$ cat config.mk
export PLATFORM = sky130hd
export DESIGN_NAME = alg_frame_store_ctrl
export DESIGN_NICKNAME = d
export VERILOG_FILES = /design/src/rtl/alg_frame_store_ctrl.sv
export SDC_FILE = /design/constraint.sdc
export NUM_CORES = 1
export LEC_CHECK = 0
export CAP_MARGIN = 15
export CORE_MARGIN = 2
export CORE_UTILIZATION = 58
export CTS_CLUSTER_SIZE = 16
export DETAILED_ROUTE_END_ITERATION = 8
export PLACE_DENSITY = 0.86
export SLEW_MARGIN = 20
export SYNTH_ARGS = -nofsm -noshare
export SYNTH_HDL_FRONTEND = slang
export SYNTH_SLANG_ARGS = --single-unit
$ cat constraint.sdc
create_clock -name clk -period 4 [get_ports clk]
set_clock_uncertainty 0.2 [all_clocks]
set_input_delay 0.8 -clock clk [delete_from_list [all_inputs] [get_ports clk]]
set_output_delay 0.8 -clock clk [all_outputs]
set_load 0.02 [all_outputs]
$ cat src/rtl/alg_frame_store_ctrl.sv
// Frame store controller: turns buffered upstream lines into one datamover S2MM
// write command per line, walking a ring of frame slots in external memory.
module alg_frame_store_ctrl #(
  parameter int unsigned CACHE_WIDTH = 29,
  parameter int unsigned IMG_STRIDE  = 1024*1025,
  parameter int unsigned LINE_STRIDE = 1024,
  parameter int unsigned NUM_LINE    = 1024,
  parameter int unsigned NUM_SLOT    = 4
) (
  input  logic        clk,
  input  logic        rst_n,
  input  logic [31:0] base_addr,
  input  logic        load_addr,
  input  logic        frame_start,
  input  logic [1:0]  frame_type_in,
  input  logic        line_valid,
  output logic [71:0] m_axis_s2mm_cmd_tdata,
  output logic        m_axis_s2mm_cmd_tvalid,
  input  logic        m_axis_s2mm_cmd_tready,
  input  logic [7:0]  s_axis_s2mm_sts_tdata,
  input  logic        s_axis_s2mm_sts_tvalid,
  output logic        s_axis_s2mm_sts_tready,
  output logic        frame_store,
  output logic [1:0]  frame_type,
  output logic        wr_err,
  output logic [7:0]  drop_cnt
);

  localparam int unsigned LW = ($clog2(NUM_LINE) < 4) ? 4 : $clog2(NUM_LINE);
  localparam int unsigned SW = (NUM_SLOT > 1) ? $clog2(NUM_SLOT) : 1;
  localparam logic [LW-1:0] LAST_LINE = LW'(NUM_LINE - 1);
  localparam logic [SW-1:0] LAST_SLOT = SW'(NUM_SLOT - 1);
  localparam logic [31:0]   IMG_INC   = 32'(IMG_STRIDE);
  localparam logic [31:0]   LINE_INC  = 32'(LINE_STRIDE);
  localparam logic [22:0]   BTT       = 23'(LINE_STRIDE);

  typedef enum logic [2:0] {
    IDLE, WAIT_LINE, ISSUE_CMD, WAIT_STS, LINE_DONE, FRAME_DONE
  } state_t;

  state_t        state_q, state_d;
  logic [31:0]   base_q, base_d;
  logic [31:0]   slot_base_q, slot_base_d;
  logic [31:0]   line_addr_q, line_addr_d;
  logic [SW-1:0] slot_q, slot_d;
  logic [LW-1:0] line_cnt_q, line_cnt_d;
  logic [4:0]    line_pend_q, line_pend_d;
  logic          load_prev_q;
  logic          load_pend_q, load_pend_d;
  logic [1:0]    ftype_lat_q, ftype_lat_d;
  logic [1:0]    frame_type_q, frame_type_d;
  logic          frame_store_q, frame_store_d;
  logic          wr_err_q, wr_err_d;
  logic [7:0]    drop_q, drop_d;
  logic          cmd_valid_q, cmd_valid_d;
  logic [71:0]   cmd_data_q, cmd_data_d;
  logic          sts_ready_q, sts_ready_d;

  logic load_edge_c, cmd_hs_c, sts_hs_c, sts_bad_c;

  assign load_edge_c = load_addr & ~load_prev_q;
  assign cmd_hs_c    = cmd_valid_q & m_axis_s2mm_cmd_tready;
  assign sts_hs_c    = sts_ready_q & s_axis_s2mm_sts_tvalid;
  assign sts_bad_c   = (|s_axis_s2mm_sts_tdata[6:4]) | ~s_axis_s2mm_sts_tdata[7] |
                       (s_axis_s2mm_sts_tdata[3:0] != line_cnt_q[3:0]);

  always_ff @(posedge clk or negedge rst_n) begin
    if (!rst_n) begin
      state_q       <= IDLE;
      base_q        <= '0;
      slot_base_q   <= '0;
      line_addr_q   <= '0;
      slot_q        <= '0;
      line_cnt_q    <= '0;
      line_pend_q   <= '0;
      load_prev_q   <= 1'b0;
      load_pend_q   <= 1'b0;
      ftype_lat_q   <= '0;
      frame_type_q  <= '0;
      frame_store_q <= 1'b0;
      wr_err_q      <= 1'b0;
      drop_q        <= '0;
      cmd_valid_q   <= 1'b0;
      cmd_data_q    <= '0;
      sts_ready_q   <= 1'b0;
    end else begin
      state_q       <= state_d;
      base_q        <= base_d;
      slot_base_q   <= slot_base_d;
      line_addr_q   <= line_addr_d;
      slot_q        <= slot_d;
      line_cnt_q    <= line_cnt_d;
      line_pend_q   <= line_pend_d;
      load_prev_q   <= load_addr;
      load_pend_q   <= load_pend_d;
      ftype_lat_q   <= ftype_lat_d;
      frame_type_q  <= frame_type_d;
      frame_store_q <= frame_store_d;
      wr_err_q      <= wr_err_d;
      drop_q        <= drop_d;
      cmd_valid_q   <= cmd_valid_d;
      cmd_data_q    <= cmd_data_d;
      sts_ready_q   <= sts_ready_d;
    end
  end

  always_comb begin
    state_d       = state_q;
    base_d        = base_q;
    slot_base_d   = slot_base_q;
    line_addr_d   = line_addr_q;
    slot_d        = slot_q;
    line_cnt_d    = line_cnt_q;
    line_pend_d   = line_pend_q;
    load_pend_d   = load_pend_q;
    ftype_lat_d   = ftype_lat_q;
    frame_type_d  = frame_type_q;
    frame_store_d = 1'b0;
    wr_err_d      = wr_err_q;
    drop_d        = drop_q;
    cmd_valid_d   = cmd_valid_q;
    cmd_data_d    = cmd_data_q;
    sts_ready_d   = sts_ready_q;

    // Buffered-line credit: overflow flags an error and saturates
    case ({line_valid, cmd_hs_c})
      2'b10: begin
        if (line_pend_q == 5'd31) wr_err_d = 1'b1;
        else                      line_pend_d = line_pend_q + 5'd1;
      end
      2'b01:   line_pend_d = line_pend_q - 5'd1;
      default: line_pend_d = line_pend_q;
    endcase

    if (frame_start && (state_q != IDLE) && (drop_q != 8'hFF)) drop_d = drop_q + 8'd1;

    case (state_q)
      IDLE: begin
        if (load_pend_q) begin
          base_d      = base_addr;
          slot_base_d = base_addr;
          slot_d      = '0;
          load_pend_d = 1'b0;
        end
        if (frame_start) begin
          ftype_lat_d = frame_type_in;
          line_cnt_d  = '0;
          line_addr_d = load_pend_q ? base_addr : slot_base_q;
          state_d     = WAIT_LINE;
        end
      end
      WAIT_LINE: begin
        if (line_pend_q != 5'd0) begin
          cmd_valid_d = 1'b1;
          cmd_data_d  = {4'd0, line_cnt_q[3:0], base_q[31:CACHE_WIDTH],
                         line_addr_q[CACHE_WIDTH-1:0], 1'b0, 1'b1, 6'd0, 1'b1, BTT};
          state_d     = ISSUE_CMD;
        end
      end
      ISSUE_CMD: begin
        if (cmd_hs_c) begin
          cmd_valid_d = 1'b0;
          sts_ready_d = 1'b1;
          state_d     = WAIT_STS;
        end
      end
      WAIT_STS: begin
        if (sts_hs_c) begin
          if (sts_bad_c) wr_err_d = 1'b1;
          sts_ready_d = 1'b0;
          // Store pulse fires the cycle right after the final status
          if (line_cnt_q == LAST_LINE) begin
            frame_store_d = 1'b1;
            frame_type_d  = ftype_lat_q;
          end
          state_d = LINE_DONE;
        end
      end
      LINE_DONE: begin
        line_cnt_d  = line_cnt_q + LW'(1);
        line_addr_d = line_addr_q + LINE_INC;
        state_d     = (line_cnt_q == LAST_LINE) ? FRAME_DONE : WAIT_LINE;
      end
      FRAME_DONE: begin
        if (slot_q == LAST_SLOT) begin
          slot_d      = '0;
          slot_base_d = base_q;
        end else begin
          slot_d      = slot_q + SW'(1);
          slot_base_d = slot_base_q + IMG_INC;
        end
        state_d = IDLE;
      end
      default: state_d = IDLE;
    endcase

    if (load_edge_c) load_pend_d = 1'b1;
  end

  assign m_axis_s2mm_cmd_tdata  = cmd_data_q;
  assign m_axis_s2mm_cmd_tvalid = cmd_valid_q;
  assign s_axis_s2mm_sts_tready = sts_ready_q;
  assign frame_store            = frame_store_q;
  assign frame_type             = frame_type_q;
  assign wr_err                 = wr_err_q;
  assign drop_cnt               = drop_q;

endmodule
**Word-level counts from Yosys, hierarchy flattened**

Cells that the tools add are included.

- Output and inout bits: 86
- Logic and storage cells: 105
- Register bits: 173
- Input bits: 49

- Eq/ne operators: 18
- Add/subtract/negate cells: 7
- Reductions and logical operators: 22
- Bitwise gates (word level): 7
- Multiplexer cells: 34

Operators with widths:

| operator | count |
|---|---|
| $pmux W32 S2 | 2 |
| $mux W32 | 3 |
| $add A32 B11 Y32 const B | 1 |
| $add A32 B21 Y32 const B | 1 |
| $pmux W10 S2 | 1 |
| $mux W3 | 5 |
| $pmux W3 S5 | 1 |
| $mux W1 | 14 |
| $ne A2 B2 Y1 const B | 6 |
| $reduce_and A2 Y1 | 6 |
| $reduce_bool A2 Y1 | 6 |
| $add A10 B1 Y10 const B | 1 |
| $eq A10 B10 Y1 const B | 1 |
| $mux W10 | 1 |
| $pmux W5 S2 | 1 |
| $reduce_and A3 Y1 | 3 |
| $add A8 B1 Y8 const B | 1 |
| $ne A8 B8 Y1 const B | 1 |
| $eq A3 B2 Y1 const B | 2 |
| $eq A3 B3 Y1 const B | 2 |
| $add A5 B1 Y5 const B | 1 |
| $eq A5 B5 Y1 const B | 1 |
| $mux W5 | 1 |
| $reduce_bool A5 Y1 | 1 |
| 17 further kinds | 25 |

**Depth between registers and ports, before layout**

Gate-level depths: netlist (run 1).

- Depth after elaboration: 6
- Gate-level depth with buffers: 8
- Depth with buffers taken out: 8

**Least setup slack after synthesis (run 1)**

No wires, ideal clock.

- Path kind: input to register
- Start: input m_axis_s2mm_cmd_tready
- End: register line_pend_q[4]
- Buffers on the path: 0
- Cell stages on the path: 8
- Arrival: 2215 ps
- Path slack: 1506 ps
- Path through: nand2_1 or2_2 inv_1 ha_1 a21o_1 a21oi_1 mux2i_1 xor2_1

- Cells in the longest elaborated chain, start to end: 4

RTL lines:

| element | line | text |
|---|---|---|
| start, declared | 19 | `input logic m_axis_s2mm_cmd_tready,` |
| $and A1 B1 Y1 (*) | 62 | `assign cmd_hs_c = cmd_valid_q & m_axis_s2mm_cmd_tready;` |
| $eq A2 B2 Y1 / $eq A2 B1 Y1 (equally long branches) | 126 | `case ({line_valid, cmd_hs_c})` |
| $ne A2 B2 Y1 (no line) / $reduce_bool A2 Y1 (equally long branches) | - |  |
| $reduce_and A2 Y1 (no line) | - |  |
| end signal, assigned | 93 | `line_pend_q <= line_pend_d;` |
| end, declared | 47 | `logic [4:0] line_pend_q, line_pend_d;` |

Mark *: on every way between the ends. The rest lies on a longest branch, timed or not.
A chain may end at the register's enable or synchronous reset.

**Final worst setup path (run 1)**

- Start: register state_q[2]
- End: register slot_base_q[23]

- Cells in the longest elaborated chain, start to end: 2

RTL lines:

| element | line | text |
|---|---|---|
| start, declared | 41 | `state_t state_q, state_d;` |
| start signal, assigned | 87 | `state_q <= state_d;` |
| $eq A3 B3 Y1 / $logic_not A3 Y1 (equally long branches) | 137 | `case (state_q)` |
| $pmux W32 S2 / $reduce_bool A2 Y1 (equally long branches) | - |  |
| end signal, assigned | 89 | `slot_base_q <= slot_base_d;` |
| end, declared | 43 | `logic [31:0] slot_base_q, slot_base_d;` |

Several ways; a longest one is shown, not always the timed one.

==> run_results.csv, run 1 <==
group,metric,value,unit
status,status,"finished, final reports clean",
drt,vias,6303,
synthesis,synthArstFlopShare,1.00,
synthesis,synth_top_cell_by_area,"dfrtp_1",
synthesis,ys_ff_latch,165,
drt,avgViaCountPerCell,5.94,
setup_path,cp_max_fo,31,
synthesis,synth_flop_cell,"dfrtp_1",
sta,setup-violations-final,0,
setup_path,rr_endpoint,"slot_base_q[23]$_DFFE_PN0P_",
placement,gp_congestion,0.875,
final_layout,nNetsFinal,926,
setup_path,slowest_stage,"dfrtp_1",
synthesis,yosysWarningCount,0,
setup_path,start_kind,"flip-flop",
cts,cts_tree,"done",
power_and_ir_drop,ir_drop,494,uV
setup_path,worstPathArrival,2.95,ns
power_and_ir_drop,powerDensity,801,nW/um^2
grt,grt_pass1_wl,30100,um
die,num_rows,43,
flow_run,maxCapViolCount,0,
grt,grt_max_degree,69,
cts,clk_latency,0.44,ns
setup_path,cp_data_required_time,4.14,ns
cts,clock_path_buffers,2,
setup_path,max_stage_delay,0.68,ns
sta,fmax,0.356,GHz
die,die-width,123,um
cts,cts_setup_buffers,0,
synthesis,seq_area_frac_synth,0.500,
sta,worst_pin_slew,0.973,ns
min_path,worstHoldPathType,"in -> async",
sta,grt_setup_unrepaired,"no",
synthesis,synth_top_cell_area_share,0.500,
sta,finalHoldViolCount,0,
cts,htreeDepth,4,
drt,routed_wl,18400,um
synthesis,ys_types,66,
die,core,13900,um^2
synthesis,synth.area.top_cells,"dfrtp_1 (50%), mux2_2 (11%), o21ai_0 (4.1%)",
grt,grt_remaining_overflow,0,
final_layout,layout-drive-gt1-share,0.152,
sta,period_needed,2.81,ns
synthesis,synth_edf_count,0,
synthesis,synthCells,786,
cts,cts_resized,0,
grt,grt_usage,0.256,
final_layout,num_antenna_cells,0,
setup_path,cp-end-kind,"flip-flop",
placement,portBuffers,101,
cts,ctsHoldBuffers,0,
sta,tns,0,ns
drt,wl_per_cell,17.4,um
final_layout,fin_util,0.715,
setup_path,regToRegSetupSlack,1.19,ns
setup_path,path_common_cell,"nand2b_1",
grt,antenna_found_initial,0,
die,pin_count,135,
cts,cts.clk_slew.worst_paths,0.06,ns
sta,maxSlewHeadroom,0.351,
die,initial_utilization,0.595,
die,die_area,15200,um^2
drt,drcViolationCount,0,
placement,hpwl,12400,um
synthesis,syn-cell-area,8260,um^2
cts,clockRootBuffer,"clkbuf_16",
die,fp.dieH,123,um
drt,drt_pre_antenna_iters,5,
setup_path,worstSetupPathType,"reg -> reg",
power_and_ir_drop,p_leak,4.33,nW
setup_path,reg2regPathDepth,6,
cts,clkSinkCount,165,
drt,drt-initial-drc-count,561,
setup_path,reg2reg_from,"state_q[2]$_DFFE_PN0P_",
cts,cts_buffers,17,
sta,min_period_over_period,0.702,
final_layout,area_growth,20.0,%
drt,postRouteAntennaNets,0,
sta,final_max_slew_viol_count,0,
grt,grt_pass1_vias,6052,
setup_path,crit_chain,"and3b_1, buf_4, nand2b_1, nand2b_1, o31a_1, o21ai_0",
synthesis,avgSynthCellArea,10.5,um^2
==> metrics by stage <==
stage	hold slack [ns]	area [um^2]	std cells	worst slack [ns]	total power, mW
floorplan	0.200	8380	818	1.51	5.09
detailed placement	0.214	9240	1029	0.863	6.07
CTS	0.203	9920	1061	1.25	7.96
global placement	0.204	9240	1029	0.929	5.93
finish	0.176	9920	1061	1.19	7.94
global route	0.223	9920	1061	0.946	8.43
==> how the worst max path moves through the flow <==
stage	from	to	cells past startpoint	slack (ns)
6_report	state_q[2]$_DFFE_PN0P_	slot_base_q[23]$_DFFE_PN0P_	6	1.19
5_1_grt	state_q[2]$_DFFE_PN0P_	slot_base_q[23]$_DFFE_PN0P_	6	0.95
4_1_cts	state_q[2]$_DFFE_PN0P_	slot_base_q[23]$_DFFE_PN0P_	6	1.25
3_5_place_dp	m_axis_s2mm_cmd_tready	line_pend_q[4]$_DFFE_PN0P_	9	0.86
3_3_place_gp	m_axis_s2mm_cmd_tready	line_pend_q[4]$_DFFE_PN0P_	9	0.93
2_1_floorplan	m_axis_s2mm_cmd_tready	line_pend_q[4]$_DFFE_PN0P_	8	1.51
==> registers in the layout, summed over array words and instances, names as in the netlist <==
signal / count
wr_err: 1
load_prev_q: 1
base_q: 32
frame_type: 2
line_cnt_q: 10
load_pend_q: 1
state_q: 3
slot_base_q: 29
m_axis_s2mm_cmd_tvalid: 1
slot_q: 2
line_addr_q: 29
line_pend_q: 5
ftype_lat_q: 2
s_axis_s2mm_sts_tready: 1
drop_cnt: 8
frame_store: 1
m_axis_s2mm_cmd_tdata: 37
==> placed cells by master (no fill, tap or decap), types with 3 or more instances in the layout <==
master,netlist,layout
buf_4,35,10
and3_1,3,3
mux2i_1,28,28
a221o_1,3,3
nand2_1,83,83
nand3_1,28,28
xnor2_1,7,7
a211oi_1,4,4
or3_1,3,3
and2_1,5,4
and4_1,5,5
xor2_1,9,9
nand4_1,14,14
ha_1,8,8
clkdlybuf4s50_1,0,100
o22ai_1,5,5
o211ai_1,11,11
a31oi_1,17,17
conb_1,1,33
o221ai_1,3,3
a21oi_1,26,26
inv_1,13,13
nor2_1,39,39
o21ai_0,67,67
o311ai_0,4,4
or2_2,3,3
clkbuf_16,0,17
mux2_2,78,78
nor3_1,7,7
clkbuf_8,0,4
bufinv_16,0,5
a21o_1,3,3
a22o_1,3,3
nor2b_1,4,4
o31ai_1,3,3
a22oi_1,12,12
nand2b_1,6,6
nor4_1,4,4
dfrtp_1,165,165
==> report_power, final <==
| group | internal, mW | switching, mW | total (mW) |
|---|---|---|---|
| combinational | 1.47 | 1.55 | 3.03 |
| sequential | 2.40 | 0.669 | 3.07 |
| clock | 1.18 | 0.666 | 1.85 |
| total | 5.06 | 2.89 | 7.94 |
==> metal layers <==
metal  GRT usage  up-vias  share of wire  wire length [um]
li1            -     2940              -                 -
met1       0.339     3099           0.42              7760
met2       0.411      230           0.48              8930
met5           0        -              0                 0
met3      0.0637       34          0.072              1330
met4      0.0952        0          0.023               418
==> worst max-delay path: cells and delay by family (launching register included) <==
kind | cells | cell delay (ns)
AO/OA/AOI/OAI | 2 | 0.41
buffers and inverters | 1 | 0.29
flip-flops | 1 | 0.68
AND/OR/NAND/NOR | 3 | 1.12
==> cell families after synthesis <==
| logic type | share of synthesized area |
|---|---|
| buf+inv | 0.0634 |
| xor+xnor | 0.0170 |
| mux | 0.142 |
| flops | 0.500 |
| compound gates | 0.133 |
| other cells | 0.000454 |
| fa+ha+maj | 0.0145 |
| simple gates | 0.130 |
==> synthesized netlist by cell type (all sizes together) (2+ instances only) <==
cell type and number:
a21oi 26, o211ai 11, ha 8, o221ai 3, nor2b 4, nand2b 6, o31ai 3, xnor2 7
a22oi 12, nor3b 2, and3 4, a21o 3, o32a 2, nand2 83, nand4 14, mux2 79
or2 4, nor4 4, o311ai 5, a211oi 4, dfrtp 165, inv 13, a41oi 2, a31oi 17
o22ai 5, a22o 3, or3 4, nand3 30, and4 5, o21ai 67, mux2i 28, nor2 39
xor2 9, and2 5, nor3 9, clkbuf 25, a221o 3, buf 56, or4 2
==> final cells by class <==
type | count | area, um^2
Clock buffer | 22 | 484
Clock inverter | 10 | 191
Fill cell | 981 | 3960
Inverter | 13 | 48.8
Multi-Input combinational cell | 559 | 3730
Sequential cell | 165 | 4130
Tap cell | 180 | 225
Timing Repair Buffer | 112 | 1110
Power figures use the tool's default switching activity.
==> run 2, diff against run 1 <==
--- a/config.mk
+++ b/config.mk
@@ -7,10 +7,10 @@
 export LEC_CHECK = 0
 export CAP_MARGIN = 15
 export CORE_MARGIN = 2
-export CORE_UTILIZATION = 58
+export CORE_UTILIZATION = 49
 export CTS_CLUSTER_SIZE = 16
 export DETAILED_ROUTE_END_ITERATION = 8
-export PLACE_DENSITY = 0.86
+export PLACE_DENSITY = 0.77
 export SLEW_MARGIN = 20
 export SYNTH_ARGS = -nofsm -noshare
 export SYNTH_HDL_FRONTEND = slang
==> constraint.sdc (replaced) <==
create_clock -name clk -period 2.35 [get_ports clk]
set_clock_uncertainty 0.2 [all_clocks]
set_input_delay 0.47 -clock clk [delete_from_list [all_inputs] [get_ports clk]]
set_output_delay 0.47 -clock clk [all_outputs]
set_load 0.02 [all_outputs]
==> run_results.csv, run 2 (synthesis results as in run 1) <==
group,metric,value,unit
setup_path,start_kind,"input port",
sta,period_needed,2.24,ns
grt,grt_max_degree,45,
setup_path,cp_max_fo,3,
cts,clkSinkCount,165,
final_layout,layout_common_cells,"dfrtp_1 (165), clkdlybuf4s50_1 (100), nand2_1 (83)",
sta,min_period_over_period,0.952,
grt,grt_usage,0.217,
flow_run,maxCapViolCount,0,
power_and_ir_drop,intPower,8.80,mW
min_path,min_path_cells,1,
placement,hpwl,13200,um
min_path,worstHoldPathType,"reg -> reg",
die,num_rows,47,
drt,routed_wl,19000,um
setup_path,rr_endpoint,"line_addr_q[25]$_DFFE_PN0P_",
drt,drt-initial-drc-count,534,
sta,maxSlewHeadroom,0.559,
power_and_ir_drop,comb_power_share,0.409,
power_and_ir_drop,switchingPower,4.96,mW
placement,gp_congestion,0.886,
final_layout,num_antenna_cells,0,
cts,cts.clk_slew.worst_paths,0.06,ns
placement,portBuffers,101,
setup_path,reg2reg_from,"state_q[0]$_DFFE_PN0P_",
sta,fmax,0.447,GHz
cts,clk_latency,0.42,ns
die,pin_count,135,
die,die_area,17900,um^2
min_path,worstHoldEndpoint,"load_pend_q$_DFFE_PN0P_",
cts,htreeDepth,4,
drt,vias,6392,
cts,cts_tree,"done",
setup_path,worstPathArrival,2.34,ns
power_and_ir_drop,power_frac_seq,0.374,
drt,drcViolationCount,0,
final_layout,nNetsFinal,963,
grt,antenna_found_initial,0,
placement,placed_area,9650,um^2
sta,grt_setup_unrepaired,"yes",
setup_path,cp-end-kind,"flip-flop",
power_and_ir_drop,ir_drop,726,uV
sta,worst_pin_slew,0.655,ns
final_layout,layout-drive-gt1-share,0.189,
sta,finalHoldViolCount,0,
final_layout,final_common_cell,"dfrtp_1",
drt,wl_per_cell,16.7,um
status,status,"finished, final reports clean",
final_layout,largest_register_ffs,37,
power_and_ir_drop,switching_share,0.361,
grt,grt_pass1_wl,31100,um
cts,clock_path_buffers,2,
setup_path,worstSetupPathType,"in -> reg",
drt,postRouteAntennaNets,0,
sta,hold_ws,0.228,ns
setup_path,reg2regPathDepth,5,
power_and_ir_drop,powerDensity,1340,nW/um^2
power_and_ir_drop,pwr-share-clk,0.217,
power_and_ir_drop,p_total,13.8,mW
setup_path,regToRegSetupSlack,0.14,ns
cts,cts_buffers,17,
grt,grt_pass1_vias,6098,
sta,final_max_slew_viol_count,0,
die,initial_utilization,0.500,
final_layout,fin_area,10300,um^2
cts,clockRootBuffer,"clkbuf_16",
cts,cts_setup_buffers,0,
min_path,hold_path.startpoint,"load_prev_q$_DFF_PN0_",
grt,grt_remaining_overflow,0,
sta,setup-violations-final,0,
final_layout,area_growth,24.7,%
drt,drt_pre_antenna_iters,5,
drt,avgViaCountPerCell,5.62,
final_layout,fin_util,0.624,
sta,tns,0,ns
die,die-width,134,um
die,fp.dieH,134,um
setup_path,cp_data_required_time,2.45,ns
power_and_ir_drop,p_leak,4.53,nW
die,core,16500,um^2
-- run 2: worst max path at each step --
stage | startpoint | end | slack, ns | depth (start not counted)
after floorplan | m_axis_s2mm_cmd_tvalid$_DFFE_PN0P_ | line_pend_q[4]$_DFFE_PN0P_ | 0.12 | 8
after global placement | m_axis_s2mm_cmd_tready | line_pend_q[3]$_DFFE_PN0P_ | -0.28 | 9
after detailed placement | m_axis_s2mm_cmd_tready | line_pend_q[4]$_DFFE_PN0P_ | -0.36 | 9
after CTS | m_axis_s2mm_cmd_tready | line_pend_q[4]$_DFFE_PN0P_ | 0.09 | 9
after global routing | m_axis_s2mm_cmd_tready | line_pend_q[4]$_DFFE_PN0P_ | -0.01 | 9
final | m_axis_s2mm_cmd_tready | line_pend_q[3]$_DFFE_PN0P_ | 0.11 | 9
-- run 2: final cells by class --
cell class / instances / area (um^2)
clock buffers: 20 / 467
clock inverters: 11 / 174
fillers: 1337 / 6220
inverters: 13 / 48.8
multi-input cells: 559 / 3740
flip-flops and latches: 165 / 4130
well taps: 220 / 275
repair buffers: 149 / 1480
-- run 2: what timing repair did --
item                       4_1_cts  5_1_grt
gates resized for setup          0        3
hold buffers                     1        0
hold endpoints to repair        32        0
setup endpoints to repair        0        5
-- run 2: worst max-delay path, cell delays in order --
cell	delay, ns
clkdlybuf4s50_1	0.47
nand2_1	0.06
or2_2	0.31
inv_2	0.08
ha_1	0.22
a21o_1	0.18
a21oi_1	0.20
xnor2_1	0.08
mux2_2	0.25
-- run 2: per-stage QoR --
stage	setup slack, ns	cells
2_1_floorplan	0.120	818
3_3_place_gp	-0.281	1105
3_5_place_dp	-0.359	1105
4_1_cts	0.0869	1137
5_1_grt	-0.0102	1137
6_report	0.114	1137
-- run 2: power groups by stage --
stage / sequential (mW) / combinational [mW] / clock (mW)
final: 5.15 / 5.63 / 2.98
after global routing: 5.32 / 6.15 / 3.18
after CTS: 5.14 / 5.64 / 3.04
after detailed placement: 5.17 / 5.61 / 0
after global placement: 5.12 / 5.44 / 0
after floorplan: 5.25 / 3.42 / 0
-- run 2: layer usage --
| layer | up-vias | track usage | share of wire | wire (um) |
|---|---|---|---|---|
| li1 | 3019 | - | - | - |
| met1 | 3169 | 0.300 | 0.44 | 8370 |
| met3 | 23 | 0.0510 | 0.056 | 1060 |
| met5 | - | 0 | 0 | 0 |
| met2 | 181 | 0.342 | 0.49 | 9290 |
| met4 | 0 | 0.0691 | 0.013 | 246 |
==> run 3, diff against run 2 <==
--- a/config.mk
+++ b/config.mk
@@ -7,10 +7,11 @@
 export LEC_CHECK = 0
 export CAP_MARGIN = 15
 export CORE_MARGIN = 2
-export CORE_UTILIZATION = 49
+export CORE_UTILIZATION = 58
 export CTS_CLUSTER_SIZE = 16
 export DETAILED_ROUTE_END_ITERATION = 8
-export PLACE_DENSITY = 0.77
+export PLACE_DENSITY = 0.87
+export RECOVER_POWER = 100
 export SLEW_MARGIN = 20
 export SYNTH_ARGS = -nofsm -noshare
 export SYNTH_HDL_FRONTEND = slang
==> constraint.sdc (replaced) <==
create_clock -name clk -period 2.6 [get_ports clk]
set_clock_uncertainty 0.2 [all_clocks]
set_input_delay 0.52 -clock clk [delete_from_list [all_inputs] [get_ports clk]]
set_output_delay 0.52 -clock clk [all_outputs]
set_load 0.02 [all_outputs]
==> run_results.csv, run 3 (synthesis results as in run 1) <==
group,metric,value,unit
sta,fmax,0.419,GHz
final_layout,area_growth,21.2,%
power_and_ir_drop,powerDensity,1210,nW/um^2
sta,final_max_slew_viol_count,0,
power_and_ir_drop,ir_drop,769,uV
min_path,hold_path.startpoint,"load_prev_q$_DFF_PN0_",
setup_path,worstPathBufferInverterCount,2,
die,pin_count,135,
cts,cts_resized,0,
drt,wirelength_met1,7990,um
setup_path,reg2regPathDepth,7,
setup_path,worstPathArrival,2.51,ns
setup_path,slowest_stage,"clkbuf_1",
grt,grt_pass1_vias,6261,
drt,wl_met3,1370,um
cts,cts_buffers,17,
drt,routed_wl,18900,um
placement,portBuffers,101,
cts,clockRootBuffer,"clkbuf_16",
setup_path,worstSetupPathType,"reg -> reg",
drt,met2_length,9060,um
min_path,worstHoldPathType,"reg -> reg",
cts,cts.clk_slew.worst_paths,0.07,ns
drt,postRouteAntennaNets,0,
setup_path,cp_max_fo,13,
die,die-width,123,um
final_layout,layout_common_cells,"dfrtp_1 (165), nand2_1 (83), mux2_2 (78)",
placement,gp_congestion,0.892,
sta,worst_pin_slew,1.08,ns
setup_path,crit_chain,"nor3_1, buf_4, and2_0, clkbuf_1, a211oi_1, a31oi_1, o21ai_0",
die,die_area,15200,um^2
placement,hpwl,13000,um
final_layout,layout-drive-gt1-share,0.164,
grt,grt_usage,0.263,
cts,cts_setup_buffers,0,
drt,drt_pre_antenna_iters,7,
grt,grt_max_degree,58,
sta,grt_setup_unrepaired,"no",
cts,clk_latency,0.44,ns
final_layout,nNetsFinal,947,
placement,placed_cells,1049,
die,initial_utilization,0.595,
final_layout,final_common_cell,"dfrtp_1",
cts,htreeDepth,4,
setup_path,reg2reg_from,"state_q[1]$_DFFE_PN0P_",
setup_path,start_kind,"flip-flop",
drt,wl_per_cell,17.4,um
final_layout,fin_util,0.721,
sta,finalHoldViolCount,0,
flow_run,maxCapViolCount,0,
cts,clock_path_buffers,2,
die,num_rows,43,
final_layout,num_antenna_cells,0,
setup_path,cp_data_required_time,2.72,ns
min_path,min_path_cells,1,
drt,drcViolationCount,0,
sta,setup-violations-final,0,
status,status,"finished, final reports clean",
setup_path,regToRegSetupSlack,0.21,ns
setup_path,cp-end-kind,"flip-flop",
final_layout,stdcell_count,1082,
sta,maxSlewHeadroom,0.282,
setup_path,max_stage_delay,0.57,ns
power_and_ir_drop,p_leak,4.45,nW
drt,avgViaCountPerCell,5.98,
min_path,worstHoldEndpoint,"load_pend_q$_DFFE_PN0P_",
drt,vias,6465,
grt,grt_pass1_wl,30700,um
setup_path,crit_family,"buffers and inverters",
final_layout,largest_register_ffs,37,
sta,period_needed,2.39,ns
final_layout,n_fill_cell,975,
grt,grt_remaining_overflow,0,
drt,top_layer_used,"met4",
drt,drt-initial-drc-count,663,
sta,min_period_over_period,0.918,
cts,clkSinkCount,165,
cts,cts_tree,"done",
setup_path,rr_endpoint,"line_addr_q[25]$_DFFE_PN0P_",
die,core,13900,um^2
grt,antenna_found_initial,0,
die,fp.dieH,123,um
[run 3: worst max-delay path by stage]
stage	start	to	slack, ns	depth (start not counted)
2_1_floorplan	m_axis_s2mm_cmd_tvalid$_DFFE_PN0P_	line_pend_q[4]$_DFFE_PN0P_	0.37	8
3_3_place_gp	m_axis_s2mm_cmd_tready	line_pend_q[4]$_DFFE_PN0P_	-0.09	9
3_5_place_dp	m_axis_s2mm_cmd_tready	line_pend_q[4]$_DFFE_PN0P_	-0.17	9
4_1_cts	m_axis_s2mm_cmd_tready	line_pend_q[3]$_DFFE_PN0P_	0.28	9
5_1_grt	state_q[1]$_DFFE_PN0P_	line_addr_q[25]$_DFFE_PN0P_	0.05	7
6_report	state_q[1]$_DFFE_PN0P_	line_addr_q[25]$_DFFE_PN0P_	0.21	7
[run 3: power breakdown]
group / internal, mW / switching, mW / leakage, nW / total, mW
combinational: 2.26 / 2.46 / 2.11 / 4.72
clock: 1.64 / 1.07 / 0.308 / 2.71
sequential: 3.70 / 0.990 / 2.03 / 4.68
total: 7.59 / 4.52 / 4.45 / 12.1
[run 3: cell type report]
| class | count | area (um^2) | area share |
|---|---|---|---|
| clock buffer | 18 | 439 | 0.0439 |
| clock inverter | 14 | 198 | 0.0197 |
| inverter | 13 | 48.8 | 0.00487 |
| multi-input combinational | 559 | 3720 | 0.372 |
| sequential | 165 | 4130 | 0.412 |
| tap | 180 | 225 | 0.0225 |
| timing repair buffer | 133 | 1250 | 0.125 |
[run 3: per-stage QoR]
stage | worst slack [ns] | instance area (um^2) | total power, mW | setup TNS, ns | hold WS, ns
after floorplan | 0.370 | 8380 | 7.83 | 0 | 0.0244
final | 0.213 | 10000 | 12.1 | 0 | 0.255
after CTS | 0.279 | 10100 | 12.3 | 0 | 0.261
after global placement | -0.0925 | 9440 | 9.30 | -0.182 | 0.232
after detailed placement | -0.171 | 9440 | 9.55 | -0.339 | 0.237
after global routing | 0.0548 | 10000 | 12.9 | 0 | 0.289
[run 3: timing repair]
item	4_1_cts	5_1_grt
endpoints found under the setup margin	0	0
endpoints found under the hold margin	54	0
hold buffers	1	0
[run 3: metal layers]
metal  GRT usage  vias to the layer above
li1            -                     2987
met1       0.334                     3143
met2       0.428                      285
met3      0.0706                       50
met4       0.106                        0
met5           0                        -
